File: config.mk
export PLATFORM = sky130hd
export DESIGN_NAME = sdram_arbit_flat
export DESIGN_NICKNAME = d
export VERILOG_FILES = /design/src/rtl/sdram_arbit_if.sv /design/src/rtl/sdram_arbit.sv /design/src/flat_wrapper.sv
export SDC_FILE = /design/constraint.sdc
export NUM_CORES = 1
export LEC_CHECK = 0
export ABC_AREA = 1
export ABC_CLOCK_PERIOD_IN_PS = 3200
export BUFFER_PORTS_ARGS = -buffer_cell sky130_fd_sc_hd__buf_2
export CORE_MARGIN = 2
export CORE_UTILIZATION = 39
export DETAILED_ROUTE_END_ITERATION = 6
export GPL_ROUTABILITY_DRIVEN = 1
export PLACE_DENSITY = 0.78
export SKIP_CTS_REPAIR_TIMING = 1
export SLEW_MARGIN = 5
export SYNTH_ARGS = -nofsm -noshare
export SYNTH_HDL_FRONTEND = slang
export SYNTH_SLANG_ARGS = --single-unit
File: constraint.sdc
create_clock -name sclk -period 3.2 [get_ports sclk]
set_input_delay 0.8 -clock sclk [delete_from_list [all_inputs] [get_ports sclk]]
set_output_delay 0.8 -clock sclk [all_outputs]
set_load 0.005 [all_outputs]
File: src/rtl/sdram_arbit_if.sv
// Sequencer-to-arbiter request/command bundle and the muxed SDRAM pin side.
// The arbiter takes the slave view; the sequencers (or a bench) take the master view.
interface sdram_arbit_if;
  logic        init_end;
  logic [3:0]  init_cmd;
  logic [12:0] init_addr;

  logic        ref_req;
  logic        ref_end;
  logic [3:0]  ref_cmd;
  logic [12:0] ref_addr;

  logic        wr_req;
  logic        wr_end;
  logic [3:0]  wr_cmd;
  logic [12:0] wr_addr;
  logic [1:0]  wr_bank;

  logic        rd_req;
  logic        rd_end;
  logic [3:0]  rd_cmd;
  logic [12:0] rd_addr;
  logic [1:0]  rd_bank;

  logic        ref_en;
  logic        wr_en;
  logic        rd_en;
  logic [3:0]  sdram_cmd;
  logic [12:0] sdram_addr;
  logic [1:0]  sdram_bank;
  logic        sdram_cke;
  logic        wd_err;

  modport slave (
    input  init_end, init_cmd, init_addr,
    input  ref_req, ref_end, ref_cmd, ref_addr,
    input  wr_req, wr_end, wr_cmd, wr_addr, wr_bank,
    input  rd_req, rd_end, rd_cmd, rd_addr, rd_bank,
    output ref_en, wr_en, rd_en,
    output sdram_cmd, sdram_addr, sdram_bank, sdram_cke, wd_err
  );

  modport master (
    output init_end, init_cmd, init_addr,
    output ref_req, ref_end, ref_cmd, ref_addr,
    output wr_req, wr_end, wr_cmd, wr_addr, wr_bank,
    output rd_req, rd_end, rd_cmd, rd_addr, rd_bank,
    input  ref_en, wr_en, rd_en,
    input  sdram_cmd, sdram_addr, sdram_bank, sdram_cke, wd_err
  );
endinterface

File: src/rtl/sdram_arbit.sv
// SDRAM command arbiter: holds the bus for init, then grants refresh first and
// alternates write/read, with a watchdog that reclaims a grant that never ends.
module sdram_arbit #(
  parameter int WD_LIMIT = 1023
) (
  input  logic         sclk,
  input  logic         reset,
  sdram_arbit_if.slave bus
);

  typedef enum logic [2:0] {
    S_INIT  = 3'd0,
    S_ARBIT = 3'd1,
    S_AREF  = 3'd2,
    S_WRITE = 3'd3,
    S_READ  = 3'd4
  } state_t;

  localparam logic [9:0] WD_LAST = 10'(WD_LIMIT - 1);
  localparam logic [3:0] CMD_NOP = 4'b0111;

  state_t      state;
  state_t      state_nxt;
  logic        last_rd;
  logic        last_rd_nxt;
  logic [9:0]  wd_cnt;
  logic [9:0]  wd_cnt_nxt;
  logic        wd_err_r;
  logic        wd_err_nxt;
  logic        seq_end;

  logic [3:0]  cmd_mux;
  logic [12:0] addr_mux;
  logic [1:0]  bank_mux;

  always_ff @(posedge sclk or negedge reset) begin
    if (!reset) begin
      state    <= S_INIT;
      last_rd  <= 1'b1;
      wd_cnt   <= '0;
      wd_err_r <= 1'b0;
    end else begin
      state    <= state_nxt;
      last_rd  <= last_rd_nxt;
      wd_cnt   <= wd_cnt_nxt;
      wd_err_r <= wd_err_nxt;
    end
  end

  always_comb begin
    state_nxt   = state;
    last_rd_nxt = last_rd;
    wd_cnt_nxt  = '0;
    wd_err_nxt  = 1'b0;
    seq_end     = 1'b0;
    case (state)
      S_INIT: begin
        if (bus.init_end) state_nxt = S_ARBIT;
      end
      S_ARBIT: begin
        // last_rd breaks the tie only when write and read are both waiting
        if (bus.ref_req) begin
          state_nxt = S_AREF;
        end else if (bus.wr_req && bus.rd_req) begin
          if (last_rd) begin
            state_nxt   = S_WRITE;
            last_rd_nxt = 1'b0;
          end else begin
            state_nxt   = S_READ;
            last_rd_nxt = 1'b1;
          end
        end else if (bus.wr_req) begin
          state_nxt   = S_WRITE;
          last_rd_nxt = 1'b0;
        end else if (bus.rd_req) begin
          state_nxt   = S_READ;
          last_rd_nxt = 1'b1;
        end
      end
      S_AREF, S_WRITE, S_READ: begin
        seq_end = (state == S_AREF  && bus.ref_end) ||
                  (state == S_WRITE && bus.wr_end)  ||
                  (state == S_READ  && bus.rd_end);
        if (seq_end) begin
          state_nxt = S_ARBIT;
        end else if (wd_cnt == WD_LAST) begin
          state_nxt  = S_ARBIT;
          wd_err_nxt = 1'b1;
        end else begin
          wd_cnt_nxt = wd_cnt + 10'd1;
        end
      end
      default: state_nxt = S_INIT;
    endcase
  end

  // Pin mux follows the registered state so a grant owns the pins in its first cycle
  always_comb begin
    cmd_mux  = CMD_NOP;
    addr_mux = '0;
    bank_mux = 2'b00;
    case (state)
      S_INIT: begin
        cmd_mux  = bus.init_cmd;
        addr_mux = bus.init_addr;
      end
      S_AREF: begin
        cmd_mux  = bus.ref_cmd;
        addr_mux = bus.ref_addr;
      end
      S_WRITE: begin
        cmd_mux  = bus.wr_cmd;
        addr_mux = bus.wr_addr;
        bank_mux = bus.wr_bank;
      end
      S_READ: begin
        cmd_mux  = bus.rd_cmd;
        addr_mux = bus.rd_addr;
        bank_mux = bus.rd_bank;
      end
      default: begin
        cmd_mux  = CMD_NOP;
        addr_mux = '0;
        bank_mux = 2'b00;
      end
    endcase
  end

  assign bus.ref_en     = (state == S_AREF);
  assign bus.wr_en      = (state == S_WRITE);
  assign bus.rd_en      = (state == S_READ);
  assign bus.sdram_cmd  = cmd_mux;
  assign bus.sdram_addr = addr_mux;
  assign bus.sdram_bank = bank_mux;
  assign bus.sdram_cke  = 1'b1;
  assign bus.wd_err     = wd_err_r;

endmodule
File: src/flat_wrapper.sv
// flat-port wrapper written by rule: the top's interface ports become plain ports
module sdram_arbit_flat 
#(
  parameter int WD_LIMIT = 1023
)
  (sclk, reset, bus_init_end, bus_init_cmd, bus_init_addr, bus_ref_req, bus_ref_end, bus_ref_cmd, bus_ref_addr, bus_wr_req, bus_wr_end, bus_wr_cmd, bus_wr_addr, bus_wr_bank, bus_rd_req, bus_rd_end, bus_rd_cmd, bus_rd_addr, bus_rd_bank, bus_ref_en, bus_wr_en, bus_rd_en, bus_sdram_cmd, bus_sdram_addr, bus_sdram_bank, bus_sdram_cke, bus_wd_err);
  sdram_arbit_if bus_i ();
  input  logic sclk;
  input  logic reset;
  input wire logic [$bits(bus_i.init_end)-1:0] bus_init_end;
  input wire logic [$bits(bus_i.init_cmd)-1:0] bus_init_cmd;
  input wire logic [$bits(bus_i.init_addr)-1:0] bus_init_addr;
  input wire logic [$bits(bus_i.ref_req)-1:0] bus_ref_req;
  input wire logic [$bits(bus_i.ref_end)-1:0] bus_ref_end;
  input wire logic [$bits(bus_i.ref_cmd)-1:0] bus_ref_cmd;
  input wire logic [$bits(bus_i.ref_addr)-1:0] bus_ref_addr;
  input wire logic [$bits(bus_i.wr_req)-1:0] bus_wr_req;
  input wire logic [$bits(bus_i.wr_end)-1:0] bus_wr_end;
  input wire logic [$bits(bus_i.wr_cmd)-1:0] bus_wr_cmd;
  input wire logic [$bits(bus_i.wr_addr)-1:0] bus_wr_addr;
  input wire logic [$bits(bus_i.wr_bank)-1:0] bus_wr_bank;
  input wire logic [$bits(bus_i.rd_req)-1:0] bus_rd_req;
  input wire logic [$bits(bus_i.rd_end)-1:0] bus_rd_end;
  input wire logic [$bits(bus_i.rd_cmd)-1:0] bus_rd_cmd;
  input wire logic [$bits(bus_i.rd_addr)-1:0] bus_rd_addr;
  input wire logic [$bits(bus_i.rd_bank)-1:0] bus_rd_bank;
  output wire logic [$bits(bus_i.ref_en)-1:0] bus_ref_en;
  output wire logic [$bits(bus_i.wr_en)-1:0] bus_wr_en;
  output wire logic [$bits(bus_i.rd_en)-1:0] bus_rd_en;
  output wire logic [$bits(bus_i.sdram_cmd)-1:0] bus_sdram_cmd;
  output wire logic [$bits(bus_i.sdram_addr)-1:0] bus_sdram_addr;
  output wire logic [$bits(bus_i.sdram_bank)-1:0] bus_sdram_bank;
  output wire logic [$bits(bus_i.sdram_cke)-1:0] bus_sdram_cke;
  output wire logic [$bits(bus_i.wd_err)-1:0] bus_wd_err;
  assign bus_i.init_end = bus_init_end;
  assign bus_i.init_cmd = bus_init_cmd;
  assign bus_i.init_addr = bus_init_addr;
  assign bus_i.ref_req = bus_ref_req;
  assign bus_i.ref_end = bus_ref_end;
  assign bus_i.ref_cmd = bus_ref_cmd;
  assign bus_i.ref_addr = bus_ref_addr;
  assign bus_i.wr_req = bus_wr_req;
  assign bus_i.wr_end = bus_wr_end;
  assign bus_i.wr_cmd = bus_wr_cmd;
  assign bus_i.wr_addr = bus_wr_addr;
  assign bus_i.wr_bank = bus_wr_bank;
  assign bus_i.rd_req = bus_rd_req;
  assign bus_i.rd_end = bus_rd_end;
  assign bus_i.rd_cmd = bus_rd_cmd;
  assign bus_i.rd_addr = bus_rd_addr;
  assign bus_i.rd_bank = bus_rd_bank;
  assign bus_ref_en = bus_i.ref_en;
  assign bus_wr_en = bus_i.wr_en;
  assign bus_rd_en = bus_i.rd_en;
  assign bus_sdram_cmd = bus_i.sdram_cmd;
  assign bus_sdram_addr = bus_i.sdram_addr;
  assign bus_sdram_bank = bus_i.sdram_bank;
  assign bus_sdram_cke = bus_i.sdram_cke;
  assign bus_wd_err = bus_i.wd_err;
  sdram_arbit #(.WD_LIMIT(WD_LIMIT)) u_core (.sclk(sclk), .reset(reset), .bus(bus_i));
endmodule
==> metrics.txt <==
remaining max-slew budget at the tightest pin=59.9%; Port-buffer cells=103; fraction of final layout cells with drive strength greater than 1=38.2%; reg-to-reg startpoint=u_core.wd_cnt[0]; count of antenna-violating nets left after detailed routing=0; maximum vdd ir drop=0.389 mV; Final Hold Vio Count=0; clock tree from TritonCTS=done; total power=1140 uW; count of final setup violators=0; full die area=3740 um2; root buffer cell=sky130_fd_sc_hd__clkbuf_4; post-synth design cell area=1270 um2; Crit-path slowest cell=sky130_fd_sc_hd__dfrtp_1; multi-input logic area=771 um2; result of the run=completed; kind of end point of the critical path=output port; number of search-and-repair iterations in the first detailed-routing pass=4; DRT Wirelength=4.02 mm; Worst Hold Slack=0.403 ns; Post-Route Setup TNS=0 ns; number of clock sinks=15; worst setup path startpoint=u_core.state[1]; series of cell instances along the critical path=inv_2 -> nor2_2 -> nand2_1 -> clkinv_1 -> a21oi_1 -> nand4_1 -> buf_2; fraction of registers with async set or reset after synthesis=100%; Seq. cell area=377 um2; Critical Path Start Type=register; setup repair after global routing missed its margin=no; worst-case clock buffer depth=2; number of cells produced by synthesis=207; count of yosys warnings during synthesis=0; # rows=20; critical path class=register to output port; prevailing post-synth register cell=sky130_fd_sc_hd__dfrtp_1; via count of the first global-routing pass=1306; number of enable flip-flop cells after synthesis=0; critical path data arrival time=1.86 ns; synthesized area per cell=6.15 um2; part of the cycle the worst path needs=83.2%; H-tree depth=1; static leakage power=0.000998 uW; final count of pins violating max slew=0; first-iteration detailed-routing DRC count=111; wire length of the first global-routing pass=5.45 mm; worst min path class=primary input to async pin; clock insertion delay at the later pin of the skew report=0.28 ns; global placer's final weighted congestion=0.747; Core Area=3080 um2; total non-filler cell area in the finished layout=1820 um2; number of buffers created by CTS=3; routed wirelength normalized by instance count=11.5 um; maximum number of pins on one net before global-route repair=21; required time of the critical path=2.40 ns; maximum fanout count along the critical path=18; detailed-route vias per instance=4.75; max-cap viol count=0; Post-DP Area=1790 um2; initial core utilization=41.4%; number of vias after detailed routing=1661; Net Count, Synth=290; I/O pins=105; proportion of synthesized chip area in sequential cells=29.6%; die height=61.2 um; count of cell types in the netlist=27; number of inserted filler cells in the final layout=312; Antenna diodes=0; Net count, final=390; clock period minus worst slack=2.66 ns; transition time of the tightest slew-check pin=0.600 ns; count of unresolved DRC violations after routing=0; CTS clock-pin slew for the worst setup and hold paths=0.09 ns; achievable clock frequency=376 MHz; overall overflow remaining after global route=0; Overall Global Routing Usage=19.1%; area growth from synthesis to layout=42.8%; delay of the slowest cell on the worst path=0.44 ns; Seq cells post-synth=15; final HPWL from detailed placement=3.31 mm; number of buffer and inverter stages on the critical path=3; power per standard cell area=624 nW/um2; die outline width=61.2 um; number of antenna violations at the first check in global routing=0; cell family with most CP delay=buffers and inverters; clock skew after layout=0.00639 ns
logic make-up after synthesis:
group | share of synthesized area, %
buf+inv | 9.92
other cells | 0.294
fa+ha+maj | 1.96
flops | 29.6
compound gates | 5.99
simple gates | 50.2
xor+xnor | 2.06
path summary, 6_finish.rpt:
kind / end / slack (ns) / cells after the start
worst max-delay path: bus_sdram_cmd[2] / 0.54 / 7
worst max register to register: u_core.state[2] / 1.65 / 11
worst min register to register: u_core.last_rd / 0.48 / 2
worst min-delay path: u_core.wd_cnt[3] / 0.40 / 1
min in group sclk: u_core.last_rd / 0.48 / 2
max in group asynchronous: u_core.last_rd / 2.50 / 1
cell usage in the layout, fill, tap and decap left out, drive strengths merged:
| cell | Yosys | routed |
|---|---|---|
| a22oi | 1 | 1 |
| nor2 | 24 | 24 |
| xnor2 | 1 | 1 |
| a22o | 2 | 2 |
| buf | 8 | 103 |
| nand3 | 5 | 5 |
| dfrtp | 14 | 14 |
| a31oi | 1 | 1 |
| o21bai | 2 | 2 |
| clkbuf | 0 | 4 |
| a21oi | 2 | 2 |
| dfstp | 1 | 1 |
| conb | 1 | 1 |
| xor2 | 2 | 2 |
| nand2 | 94 | 94 |
| inv | 18 | 18 |
| nand4 | 19 | 19 |
| o21ai | 4 | 4 |
| nor3 | 4 | 4 |
| ha | 2 | 2 |
| clkinv | 2 | 2 |
stage by stage:
step	cells	util, %	setup WS, ns
final	350	59.1	0.538
after global routing	350	59.1	0.355
after CTS	350	59.1	0.518
after detailed placement	346	58.3	0.831
after global placement	346	58.3	0.903
after floorplan	207	-	1.30
layer usage:
layer / global-route usage, % / share of wire [%] / vias up
met3: 3.78 / 8.9 / 4
met5: 0 / 0 / -
met2: 34.2 / 49 / 70
met1: 23.0 / 41 / 732
met4: 5.59 / 1.1 / 0
li1: - / - / 855
sequential cells by signal, summed over array words and instances (netlist names):
name               count
u_core.last_rd         1
u_core.state           3
u_core.bus.wd_err      1
u_core.wd_cnt         10
synth_stat cells (2+ instances only):
cell type | n | area, um2
sky130_fd_sc_hd__nor2_2 | 3 | 18.8
sky130_fd_sc_hd__a22o_1 | 2 | 17.5
sky130_fd_sc_hd__nand2_1 | 92 | 345
sky130_fd_sc_hd__inv_1 | 17 | 63.8
sky130_fd_sc_hd__buf_2 | 5 | 25.0
sky130_fd_sc_hd__xor2_1 | 2 | 17.5
sky130_fd_sc_hd__clkinv_1 | 2 | 7.51
sky130_fd_sc_hd__buf_4 | 2 | 15.0
sky130_fd_sc_hd__a21oi_1 | 2 | 10.0
sky130_fd_sc_hd__nor2_1 | 21 | 78.8
sky130_fd_sc_hd__o21bai_1 | 2 | 15.0
sky130_fd_sc_hd__dfrtp_1 | 14 | 350
sky130_fd_sc_hd__nand2_2 | 2 | 12.5
sky130_fd_sc_hd__nand4_1 | 19 | 119
sky130_fd_sc_hd__o21ai_0 | 4 | 20.0
sky130_fd_sc_hd__nor3_2 | 3 | 30.0
sky130_fd_sc_hd__ha_1 | 2 | 25.0
sky130_fd_sc_hd__nand3_1 | 4 | 20.0
final cells by class:
cell class / instances / area share, %
multi-input combinational: 164 / 42.4
timing repair buffer: 103 / 28.3
sequential: 15 / 20.7
inverter: 20 / 4.13
tap: 44 / 3.03
clock buffer: 4 / 1.44
where the power goes:
part | total (uW) | internal, uW | switching (uW)
Combinational | 766 | 312 | 455
Clock | 104 | 48.3 | 56.0
Sequential | 265 | 227 | 37.7
Note: power is estimated with default switching activity, not from simulation.
